File: src/rtl/rr_onehot_arbiter.sv
// ---------------------------------------------------------------------------
// rr_onehot_arbiter
//   Round-robin arbiter producing a registered one-hot grant that drives the
//   select input of a one-hot 4:1 mux directly. A holder may keep the grant
//   for at most MAX_HOLD consecutive cycles. On release the next grant is
//   issued on the same edge, so there is no idle bubble between bursts.
//
// Ports:
//   clk          system clock, all state updates on the rising edge
//   reset        synchronous, active-high reset
//   req_i        request vector, bit k high = source k wants the mux
//   gnt_o        registered one-hot grant, all-zero when idle
//   gnt_valid_o  high when gnt_o is non-zero
//   gnt_idx_o    binary index of the granted bit, 0 when idle
// ---------------------------------------------------------------------------
module rr_onehot_arbiter #(
  parameter int NUM_REQ  = 4,
  parameter int MAX_HOLD = 4
) (
  input  logic                                      clk,
  input  logic                                      reset,
  input  logic [NUM_REQ-1:0]                        req_i,
  output logic [NUM_REQ-1:0]                        gnt_o,
  output logic                                      gnt_valid_o,
  output logic [((NUM_REQ > 1) ? $clog2(NUM_REQ) : 1)-1:0] gnt_idx_o
);

  localparam int IDX_W = (NUM_REQ > 1) ? $clog2(NUM_REQ) : 1;
  localparam int CNT_W = $clog2(MAX_HOLD + 1);

  typedef enum logic {IDLE = 1'b0, GRANT = 1'b1} state_t;

  state_t             state_reg, state_next;
  // ptr doubles as the holder index while in GRANT; in IDLE it remembers
  // the last holder so the next search starts just after it.
  logic [IDX_W-1:0]   ptr_reg, ptr_next;
  logic [CNT_W-1:0]   hold_cnt_reg, hold_cnt_next;
  logic               any_req;
  logic               keep_holder;
  logic [IDX_W-1:0]   pick_next;

  // First set request bit scanning last+1, last+2, ... with wrap-around.
  // The scan ends on 'last' itself, so the previous holder only wins again
  // when it is the sole requester.
  function automatic logic [IDX_W-1:0] pick_after(
    input logic [NUM_REQ-1:0] r,
    input logic [IDX_W-1:0]   last
  );
    logic [IDX_W-1:0] sel;
    logic [IDX_W-1:0] cand_idx;
    logic             found;
    int               cand;
    sel   = last;
    found = 1'b0;
    for (int i = 1; i <= NUM_REQ; i++) begin
      cand     = (int'(last) + i) % NUM_REQ;
      cand_idx = IDX_W'(cand);
      if (!found && r[cand_idx]) begin
        sel   = cand_idx;
        found = 1'b1;
      end
    end
    return sel;
  endfunction

  // State register
  always_ff @(posedge clk) begin
    if (reset) begin
      state_reg    <= IDLE;
      ptr_reg      <= IDX_W'(NUM_REQ - 1);
      hold_cnt_reg <= '0;
    end else begin
      state_reg    <= state_next;
      ptr_reg      <= ptr_next;
      hold_cnt_reg <= hold_cnt_next;
    end
  end

  // Next-state logic
  always_comb begin
    any_req       = |req_i;
    pick_next     = pick_after(req_i, ptr_reg);
    keep_holder   = req_i[ptr_reg] && (hold_cnt_reg < CNT_W'(MAX_HOLD));
    state_next    = state_reg;
    ptr_next      = ptr_reg;
    hold_cnt_next = hold_cnt_reg;

    case (state_reg)
      IDLE: begin
        if (any_req) begin
          state_next    = GRANT;
          ptr_next      = pick_next;
          hold_cnt_next = CNT_W'(1);
        end
      end
      GRANT: begin
        if (keep_holder) begin
          hold_cnt_next = hold_cnt_reg + CNT_W'(1);
        end else if (any_req) begin
          // Release with re-grant on the same edge (fresh burst).
          ptr_next      = pick_next;
          hold_cnt_next = CNT_W'(1);
        end else begin
          state_next    = IDLE;
          hold_cnt_next = '0;
        end
      end
      default: begin
        state_next    = IDLE;
        hold_cnt_next = '0;
      end
    endcase
  end

  // Output logic: decoded purely from registers, so there is no
  // combinational path from req_i to the grant outputs.
  always_comb begin
    gnt_valid_o = (state_reg == GRANT);
    gnt_idx_o   = gnt_valid_o ? ptr_reg : '0;
  end

  generate
    for (genvar gi = 0; gi < NUM_REQ; gi++) begin : g_gnt
      assign gnt_o[gi] = (state_reg == GRANT) && (ptr_reg == IDX_W'(gi));
    end
  endgenerate

endmodule

File: config.mk
export PLATFORM = sky130hd
export DESIGN_NAME = rr_onehot_arbiter
export DESIGN_NICKNAME = d
export VERILOG_FILES = /design/src/rtl/rr_onehot_arbiter.sv
export SDC_FILE = /design/constraint.sdc
export NUM_CORES = 1
export LEC_CHECK = 0
export CAP_MARGIN = 5
export CORE_AREA = 10 10 47 49
export CTS_CLUSTER_SIZE = 30
export DETAILED_ROUTE_END_ITERATION = 10
export DIE_AREA = 0 0 57 59
export PLACE_DENSITY_LB_ADDON = 0.25
export SLEW_MARGIN = 30
export SYNTH_ARGS = -nofsm -noshare
export SYNTH_HDL_FRONTEND = slang
export SYNTH_SLANG_ARGS = --single-unit
File: constraint.sdc
create_clock -name clk -period 3.8 [get_ports clk]
set_input_delay 0.76 -clock clk [delete_from_list [all_inputs] [get_ports clk]]
set_output_delay 0.76 -clock clk [all_outputs]
set_load 0.02 [all_outputs]
# Yosys cells after proc, flatten, opt, wreduce, memory -nomap -nowiden
# Cells that the tools add are included.
totals:
  ff_bits: 6
  output_inout_bits: 7
  word_cells: 61
op_classes:
  add_sub_neg: 5
  order_cmp: 6
  eq_ne: 5
  n_mux: 28
  bitwise_logic: 1
  n_reduce_logical: 13
op_table:
  columns: ["operator", "n"]
  rows:
  - ["$lt A2 B3 Y1 const B", 5]
  - ["$mux W2", 7]
  - ["$mux W1", 11]
  - ["$bmux W1 S2", 5]
  - ["$logic_and A1 B1 Y1", 8]
  - ["$mux W3", 2]
  - ["$pmux W3 S2", 1]
  - ["$add A2 B1 Y2 const B", 2]
  - ["$add A2 B2 Y2 const B", 2]
  - ["$eq A2 B2 Y1 const B", 2]
  - ["$ne A2 B2 Y1 const B", 2]
  - ["$pmux W2 S2", 1]
  - ["$reduce_or A4 Y1", 1]
  - ["$add A3 B1 Y3 const B", 1]
  - ["$logic_not A1 Y1", 3]
  - ["$lt A3 B3 Y1 const B", 1]
  - ["$eq A2 B1 Y1 const B", 1]
  - ["$logic_not A2 Y1", 1]
  - ["$pmux W1 S2", 1]
  - ["$not A1 Y1", 1]

# Depth between registers and ports, before layout
# Gate-level depths: netlist (run 1).
logic_depth:
  ltp_word: 16
  ltp_mapped: 8

# Least setup slack after synthesis (run 1)
# Ideal clock, no wire load.
synth_path:
  kind: "reg-to-reg"
  from: "reg ptr_reg[0]"
  to: "reg ptr_reg[0]"
  setup_ns: 0.122
  arrival_ns: 1.819
  setup_slack_ns: 1.859
  path_stages_with_launch: 9
  period_less_slack_ns: 1.941
  path_cell_list: "dfxtp_1 -> buf_6 -> inv_1 -> ha_1 -> mux2_2 -> o221ai_2 -> o22ai_2 -> o21ai_1 -> a221o_1"
synth_via:
  elab_chain_len: 16
synth_lines:
  columns: ["item", "line_no", "source"]
  rows:
  - ["start, declared", "36", "logic [IDX_W-1:0] ptr_reg, ptr_next;"]
  - ["start signal, assigned", "70", "ptr_reg <= IDX_W'(NUM_REQ - 1);"]
  - ["start signal, assigned", "74", "ptr_reg <= ptr_next;"]
  - ["$add A2 B1 Y2", "56", "cand = (int'(last) + i) % NUM_REQ;"]
  - ["$bmux W1 S2", "58", "if (!found && r[cand_idx]) begin"]
  - ["$mux W1 (implied by the code)", "58", null]
  - ["$mux W1", "58", null]
  - ["$logic_not A1 Y1", "58", null]
  - ["$logic_and A1 B1 Y1", "58", null]
  - ["$mux W1", "58", null]
  - ["$logic_not A1 Y1", "58", null]
  - ["$logic_and A1 B1 Y1", "58", null]
  - ["$mux W1", "58", null]
  - ["$logic_not A1 Y1", "58", null]
  - ["$logic_and A1 B1 Y1", "58", null]
  - ["$mux W2", "58", null]
  - ["$mux W2", "90, 99", null]
  - ["$mux W2", "97", "if (keep_holder) begin"]
  - ["$pmux W2 S2", "88", "case (state_reg)"]
# Parallel ways exist; a longest one is shown, timed or not. The select of a mux whose other input is x is not followed.
# A chain may end at the register's enable or synchronous reset.

# Worst setup path after layout (run 1)
layout_path:
  from: "reg ptr_reg[0]"
  to: "out gnt_o[2]"
layout_via:
  elab_chain_len: 2
layout_lines:
  columns: ["item", "line_no", "source"]
  rows:
  - ["$eq A2 B2 Y1", "124", "assign gnt_o[gi] = (state_reg == GRANT) && (ptr_reg == IDX_W'(gi));"]
  - ["$logic_and A1 B1 Y1", "124", null]
  - ["end, declared", "23", "output logic [NUM_REQ-1:0] gnt_o,"]
# Every way passes these cells.

==> summary.txt, run 1 <==
Syn_area_per_cell = 8.49 um2
Final #Nets = 91
Worst-Margin Slew = 553 ps
Post-Place Cells = 91
Most frequent cells in the layout = 12 x clkdlybuf4s50_1, 8 x nor2_1, 7 x and2_1
Buffers and inverters on the worst path = 2
Core area = 1400 um2
Max transition margin = 0.631
Post-synthesis sequential area ratio = 0.205
Synthesis warning total = 0
Worst IR drop on VDD = 0.294 mV
Leading area contributor after synthesis = dfxtp_1
Slew Viols, Final = 0
Synthesized cell area = 586 um2
Pin count of the biggest net entering global routing = 15
Initial antenna violation count = 0
CP arrival = 1940 ps
Initial Util = 0.418
Final Skew = 5.37 ps
Ports = 13
Clock Latency Late Sink = 240 ps
TritonCTS Buffers = 3
Final ANT Viol Nets = 0
Tmin final = 2700 ps
ANT cells = 0
Power Total = 401 uW
Lkg Pwr = 0.294 nW
Final hold slack = 487 ps
Post-CTS setup buffer count = 0
Fin area = 713 um2
HPWL after DPL = 964 um
Post-route DRC = 0
CP endpoint kind = output pin
PortBufs = 12
Gr usage total = 0.0803
# resized after CTS = 0
Layout cell share with drive strength beyond 1 = 0.154
Async SR Flop Fraction = 0
CP cell instances = inv_1 > ha_1 > and2_1 > clkdlybuf4s50_1
Mapped Cells = 69
Drt via density = 5.70
Total gr overflow = 0
Cts hold-fix bufs = 0
Wire per inst = 13.5 um
Final worst slack = 1100 ps
CTS sink cnt = 6
CTS H-tree depth = 1
Max Freq = 0.371 GHz
Area delta synth->final = 21.8%
Final hold vios = 0
Family with the most delay on the worst path = buffers and inverters
Largest register FFs = 3
Area contributors post-synth = dfxtp_1 21%, ha_1 11%, and2_1 7.5%, mux2_2 5.8%, nor2_1 5.1%
Post-synth net total = 80
Hold/Removal Path Class = flop to flop
Total Die Area = 3360 um2
Critical-path top delay cell = dfxtp_1
Max_cap viols = 0
Final setup vio count = 0
Worst path required time = 3040 ps
Final TNS setup = 0 ps
Pwr Density = 562 nW/um2
Top_reg_cell synth = dfxtp_1
Die H = 59 um
Vias = 536
First DRT Iteration DRCs = 9
CTS Root Cell = clkbuf_4
DRT Pass-1 Iters = 4
Max stage delay on crit path = 660 ps
Tcrit/Tclk final = 0.710
Rows = 14
Status = finished, final reports clean
Clock slew at reported path FFs = 40 ps
CTS tree = built
Post-Route WL = 1270 um
Crit path kind = flop to output pin
Netlist cell types = 30
Buffers from clock root to sink, at most = 2
Fin util = 0.509
Crit Path Max Fanout = 14
Post-synth top area share = 0.205
Commonest non-fill, non-tap cell in the layout = clkdlybuf4s50_1
Number of flops mapped to enable cells by yosys = 0
DIE WIDTH = 57 um
Synthesized flop and latch total = 6
Vias in the first global route = 506
Fin cells = 94
Dpl ws = 1280 ps
Placed cell area = 691 um2
Unrepaired setup endpoints after global routing = false
First-pass GRT wire length = 2290 um
Gpl congestion = 0.823
Startpoint Class = flop
report_power, final:
| part | internal (mW) | switching (mW) |
|---|---|---|
| registers | 0.0761 | 0.0359 |
| clock network | 0.0356 | 0.0207 |
| logic | 0.123 | 0.110 |
synth_stat cells, types with 2 or more instances:
cell / instances
a22oi_1: 2
dfxtp_1: 6
o21ai_1: 2
o31a_1: 2
o22ai_1: 3
and2_1: 7
ha_1: 5
inv_1: 2
nand2b_1: 3
nand2_1: 3
a21oi_1: 2
buf_2: 4
mux2_2: 3
mux2i_1: 2
nor2_1: 8
final timing paths:
check | slack (ps) | endpoint | from | cells after the start
setup / recovery | 1100 | gnt_o[2] | ptr_reg[0] | 4
hold / removal | 490 | hold_cnt_reg[0] | hold_cnt_reg[0] | 2
setup reg to reg | 1540 | ptr_reg[0] | ptr_reg[0] | 7
hold reg to reg | 490 | hold_cnt_reg[0] | hold_cnt_reg[0] | 2
worst reg2reg max path: cells and delay by family, from the launching register on:
kind | cells | cell delay, ps
AOI/OAI and AO/OA | 4 | 710
muxes | 1 | 260
buffers and inverters | 1 | 140
DFF | 1 | 660
adders and majority gates | 1 | 370
kinds of logic after synthesis:
| kind of cell | share of synthesized area |
|---|---|
| adders and majority gates | 0.126 |
| buffers and inverters | 0.0726 |
| and+or+nand+nor | 0.229 |
| AOI/OAI and AO/OA | 0.252 |
| DFF | 0.205 |
| muxes | 0.115 |
cell type report:
class	instances	area [um2]
fill	145	688
multi-input combinational	55	423
sequential	6	120
timing repair buffer	12	120
clock buffer	3	22.5
tap	16	20.0
inverter	2	7.51
metal layers:
layer | track usage | routed length [um] | vias to the layer above
li1 | - | - | 268
met1 | 0.0925 | 574 | 249
met2 | 0.129 | 592 | 19
met3 | 0.0472 | 107 | 0
met4 | 0.0101 | 0 | 0
met5 | 0 | 0 | -
(Power assumes the default switching activity.)
==> run 2: changes to the inputs <==
- clock period: 3.8 -> 2.8 ns (I/O delays scaled with it)
==> summary.txt, run 2 (same netlist as run 1, synthesis figures left out) <==
Final TNS setup = 0 ps (unchanged)
Dpl ws = 493 ps (-788 ps)
Post-Route WL = 1260 um (-0.71%)
Vias = 536 (unchanged)
CP cell instances = inv_1 > ha_1 > and2_1 > clkdlybuf4s50_1
DRT Pass-1 Iters = 4 (unchanged)
Total gr overflow = 0 (unchanged)
Wire per inst = 13.3 um (-1.8%)
Post-CTS setup buffer count = 0 (unchanged)
Unrepaired setup endpoints after global routing = false
First DRT Iteration DRCs = 13 (+4)
Gpl congestion = 0.800 (-2.7%)
Slew Viols, Final = 0 (unchanged)
Met1 Track Usage GR = 0.0965 (+0.00395)
Clock slew at reported path FFs = 50 ps (about the same)
Post-route DRC = 0 (unchanged)
Buffers from clock root to sink, at most = 2 (unchanged)
Hold/Removal Path Class = flop to flop
Reg2reg start = ptr_reg[1]
Family with the most delay on the worst path = buffers and inverters
Hold EP = hold_cnt_reg[0]
Tcrit/Tclk final = 0.864
Critical-path top delay cell = clkdlybuf4s50_1
Max Freq = 0.414 GHz
Clock Latency Late Sink = 240 ps (about the same)
Net switching power = 230 uW (+39%)
Gr usage total = 0.0804 (+0.000105)
Status = finished, final reports clean
Final ANT Viol Nets = 0 (unchanged)
Commonest non-fill, non-tap cell in the layout = clkdlybuf4s50_1
Vias in the first global route = 519 (+2.6%)
Ports = 13 (unchanged)
Total Die Area = 3360 um2 (unchanged)
Max_cap viols = 0 (unchanged)
Pin count of the biggest net entering global routing = 11 (-4)
Path depth of the worst reg2reg path = 6 (-1)
CP arrival = 1860 ps (-80 ps)
Crit path kind = flop to output pin
Tmin final = 2420 ps
CTS H-tree depth = 1 (unchanged)
Flop pwr share = 0.244 (-0.035)
Area delta synth->final = 23.1%
Crit Path Max Fanout = 9 (-5)
Startpoint Class = flop
Final #Nets = 92 (+1.1%)
Max transition margin = 0.703 (+0.0719)
Final Skew = 6.83 ps (+1.46 ps)
PortBufs = 12 (unchanged)
CTS sink cnt = 6 (unchanged)
Combinational share of power = 0.616 (+0.036)
First-pass GRT wire length = 2270 um (-0.87%)
Max stage delay on crit path = 530 ps (-130 ps)
Buffers and inverters on the worst path = 2 (unchanged)
HPWL after DPL = 973 um (+0.90%)
Cts hold-fix bufs = 0 (unchanged)
Final setup vio count = 0 (unchanged)
Core area = 1400 um2 (unchanged)
Drt via density = 5.64 (-1.1%)
Worst-Margin Slew = 442 ps (-111 ps)
GR peak layer = met2
ANT cells = 0 (unchanged)
Most frequent cells in the layout = 12 x clkdlybuf4s50_1, 8 x nor2_1, 7 x and2_1
Cell depth of the worst min-delay path = 2 (unchanged)
Worst path required time = 2240 ps (-800 ps)
Layout cell share with drive strength beyond 1 = 0.165 (+0.0107)
HP Start = hold_cnt_reg[0]
Met3 usage = 0.0386 (-0.00858)
Initial Util = 0.418 (unchanged)
DIE WIDTH = 57 um (unchanged)
Initial antenna violation count = 0 (unchanged)
Reg2reg end = ptr_reg[0]
Die H = 59 um (unchanged)
Pwr Density = 771 nW/um2 (+37%)
Rows = 14 (unchanged)
Final hold vios = 0 (unchanged)
Worst IR drop on VDD = 0.364 mV (+24%)
# resized after CTS = 0 (unchanged)
CTS tree = built
Sw Ratio = 0.415 (about the same)
Final hold slack = 474 ps (-12.8 ps)
Final worst slack = 382 ps (-720 ps)
Largest register FFs = 3 (unchanged)
Lkg Pwr = 0.298 nW (+1.5%)
R2R Setup Slk = 620 ps (-920 ps)
M2 GR Usage = 0.126 (-0.00310)
Clk network pwr share = 0.140 (about the same)
CTS Root Cell = clkbuf_4
Internal power = 325 uW (+39%)
CP endpoint kind = output pin
TritonCTS Buffers = 3 (unchanged)
run 2: power by group through the flow:
| stage | Sequential, mW | Clock [mW] | Combinational [mW] |
|---|---|---|---|
| after CTS | 0.135 | 0.0823 | 0.345 |
| after floorplan | 0.129 | 0 | 0.264 |
| final | 0.135 | 0.0778 | 0.343 |
| after global routing | 0.139 | 0.0868 | 0.377 |
| after detailed placement | 0.136 | 0 | 0.344 |
| after global placement | 0.136 | 0 | 0.339 |
run 2: routing by layer:
layer | share of wire | wire (um)
met2 | 0.46 | 585
met3 | 0.077 | 97
met4 | 0 | 0
met1 | 0.46 | 581
met5 | 0 | 0
run 2: worst max-delay path by stage:
stage | start | to | slack [ps] | cells past startpoint
6_report | ptr_reg[1] | gnt_o[1] | 380 | 4
2_1_floorplan | ptr_reg[0] | ptr_reg[0] | 860 | 8
5_1_grt | ptr_reg[1] | gnt_o[1] | 270 | 4
4_1_cts | ptr_reg[1] | gnt_o[1] | 370 | 4
3_3_place_gp | req_i[0] | ptr_reg[1] | 490 | 6
3_5_place_dp | req_i[0] | ptr_reg[1] | 490 | 6
run 2: cell type report:
| type | instances | area, um2 |
|---|---|---|
| Fill cell | 140 | 681 |
| Multi-Input combinational cell | 55 | 423 |
| Timing Repair Buffer | 13 | 128 |
| Sequential cell | 6 | 120 |
| Clock buffer | 3 | 22.5 |
| Tap cell | 16 | 20.0 |
| Inverter | 2 | 7.51 |
run 2: through the flow:
step           cells  power [mW]  instance area, um2   util
2_1_floorplan     69       0.393                 586      -
3_3_place_gp      92       0.475                 698  0.498
3_5_place_dp      92       0.480                 698  0.498
4_1_cts           95       0.562                 721  0.514
5_1_grt           95       0.603                 721  0.514
6_report          95       0.556                 721  0.514
run 2: worst register-to-register path, delay by kind of cell (launching register included):
family                   cells  cell delay, ps
multiplexers                 1             370
buffers and inverters        1             200
adder cells (fa/ha/maj)      1             380
flip-flops                   1             520
AO/OA/AOI/OAI                3             580
==> run 3: changes to the inputs <==
- SETUP_SLACK_MARGIN: not set -> 0.2
- SKIP_LAST_GASP: not set -> 1
==> results of run 3 <==
The final DEF is identical to that of run 2; final timing and power are the same.
==> patch, RTL diff (config.mk and constraints of run 1) <==
Change the parameter `MAX_HOLD` from 4 to 16.
--- a/src/rtl/rr_onehot_arbiter.sv
+++ b/src/rtl/rr_onehot_arbiter.sv
@@ -17,3 +17,3 @@
   parameter int NUM_REQ  = 4,
-  parameter int MAX_HOLD = 4
+  parameter int MAX_HOLD = 16
 ) (
Function: same outputs for any inputs over 4 cycles, from zero or initial values and one cycle with reset high; that may be too few to reach the edited logic, so the function may still have changed.
==> patch against run 1 <==
Power increased by 3.2%. Sequential cell count up 2. Largest cell class unchanged. Wire length up 2.2%. Highest routed layer is now met4. Worst setup slack better by 44 ps. Critical path type unchanged. Hold slack got worse by 30 ps. Via count up 0.19%. Critical endpoint unchanged. Largest power group unchanged. Sequential power increased by 11%. Synthesized area increased by 9.2%. Cell area is 9.3% higher.
==> patch: results (changes against run 1) <==
| Metric | Value |
|---|---|
| Sequential cell area | 160 µm² (+33%) |
| DRT Wirelength | 1.30 mm (+2.2%) |
| Netlist cell types | 32 (+6.7%) |
| Max layer used | met4 |
| Pre-antenna DRT Iters | 2 (-2) |
| R2R Setup Slk | 1670 ps (+130 ps) |
| Fraction of area in multi-input gates | 0.571 (-0.0216) |
| Sequential fraction of the synthesis area | 0.250 (+0.0454) |
| Status | finished, final reports clean |
| Share of cells above drive strength 1 | 0.113 (-0.0413) |
| Setup skew after layout | 5.84 ps (+0.475 ps) |
| Logic inverters | 3 (+1) |
| Finished Core Util | 0.556 (+0.0473) |
| Leakage power | 0.328 nW (+12%) |
| Clock Sinks | 8 (+2) |
| Dpl hpwl | 1.00 mm (+4.2%) |
| Placed Instance Area | 757 µm² (+9.6%) |
| Area Growth Syn to Fin | 21.9% |
| Hold Path End | hold_cnt_reg[4]$_SDFFE_PP0P_ |
| Layout Nets | 93 (+2.2%) |
| Number of global-route vias before repair | 526 (+4.0%) |
| Routing usage on met3 | 0.0515 (+0.00429) |
| Slew headroom | 0.450 (-0.180) |
| Layout Cells excl Fill | 96 (+2.1%) |
| Vias post-DR | 537 (+0.19%) |
| Met1 Usage GRT | 0.0815 (-0.0110) |
| Post-layout minimum cycle time | 2650 ps (-44.2 ps) |
| Routed wl met2 | 623 µm (+5.2%) |
| Count of flip-flops with a built-in enable after synthesis | 0 (unchanged) |
| Hold WS | 457 ps (-30.5 ps) |
| Overall routing resource usage | 0.0846 (+0.00427) |
| Footprint of the multi-input gates | 445 µm² (+5.3%) |
| First-pass GRT wire length | 2.32 mm (+1.2%) |
| Clock buf/inv share | 0.0289 (-0.00269) |
| Peak supply drop | 0.210 mV (-29%) |
| #MultiIn Comb | 54 (-1.8%) |
| Critical Path AT | 1890 ps (-50 ps) |
| Largest net degree at the start of global routing | 11 (-4) |
| DR iter-0 viols | 2 (-7) |
| Top post-synthesis cells by area | dfxtp_1 (25%), mux4_1 (12%), ha_1 (9.8%), a21oi_1 (5.5%), and2_1 (4.9%) |
| Met3 wire length | 109 µm (+1.9%) |
| Routed length on met1 | 564 µm (-1.7%) |
| Met2 global-route usage | 0.150 (+0.0217) |
| Buffer share of cell area | 0.154 (-0.0143) |
| Placer congestion estimate | 0.809 (-1.7%) |
| Max reg flops | 5 (+2) |
| Worst r2r dst | ptr_reg[0]$_SDFFE_PP1P_ |
| Fill cell count | 132 (-9.0%) |
| Most frequent cells after synthesis | dfxtp_1 (8), a21oi_1 (7), nor2_1 (7), and2_1 (5), ha_1 (5) |
| Syn_area_per_cell | 9.54 µm² (+12%) |
| CP max FO | 10 (-4) |
| WHS Path Cells | 2 (unchanged) |
| Syn Nets | 78 (-2.5%) |
-- patch: changes by cell type in the layout (fill, tap and decap cells not counted), moves of 2 or more --
cell,before,now
a21oi_1,2,7
and2_1,7,5
dfxtp_1,6,8
mux2_2,3,1
mux4_1,0,3
nand2b_1,3,0
o22ai_1,3,0
o31a_1,2,0
-- patch: cell families (layout without fill, tap and decap cells) --
group,Yosys count,in the layout,share of synthesized area
and+or+nand+nor,28,28,0.258
AOI/OAI and AO/OA,14,14,0.135
DFF,8,8,0.250
muxes,6,6,0.192
adders and majority gates,5,5,0.0978
buffers and inverters,5,18,0.0528
xor gates and xnor gates,1,1,0.0137
-- patch: worst max-delay path: stages, from the launching register on --
cell and delay, ps:
dfxtp_1 580, inv_1 160, ha_1 220, and2_1 150, clkdlybuf4s50_1 530
-- patch: power by group --
| part | internal [W] | total, W | switching [W] |
|---|---|---|---|
| logic | 0.000121 | 0.000227 | 0.000106 |
| registers | 0.0000955 | 0.000124 | 0.0000283 |
| clock network | 0.0000360 | 0.0000631 | 0.0000271 |
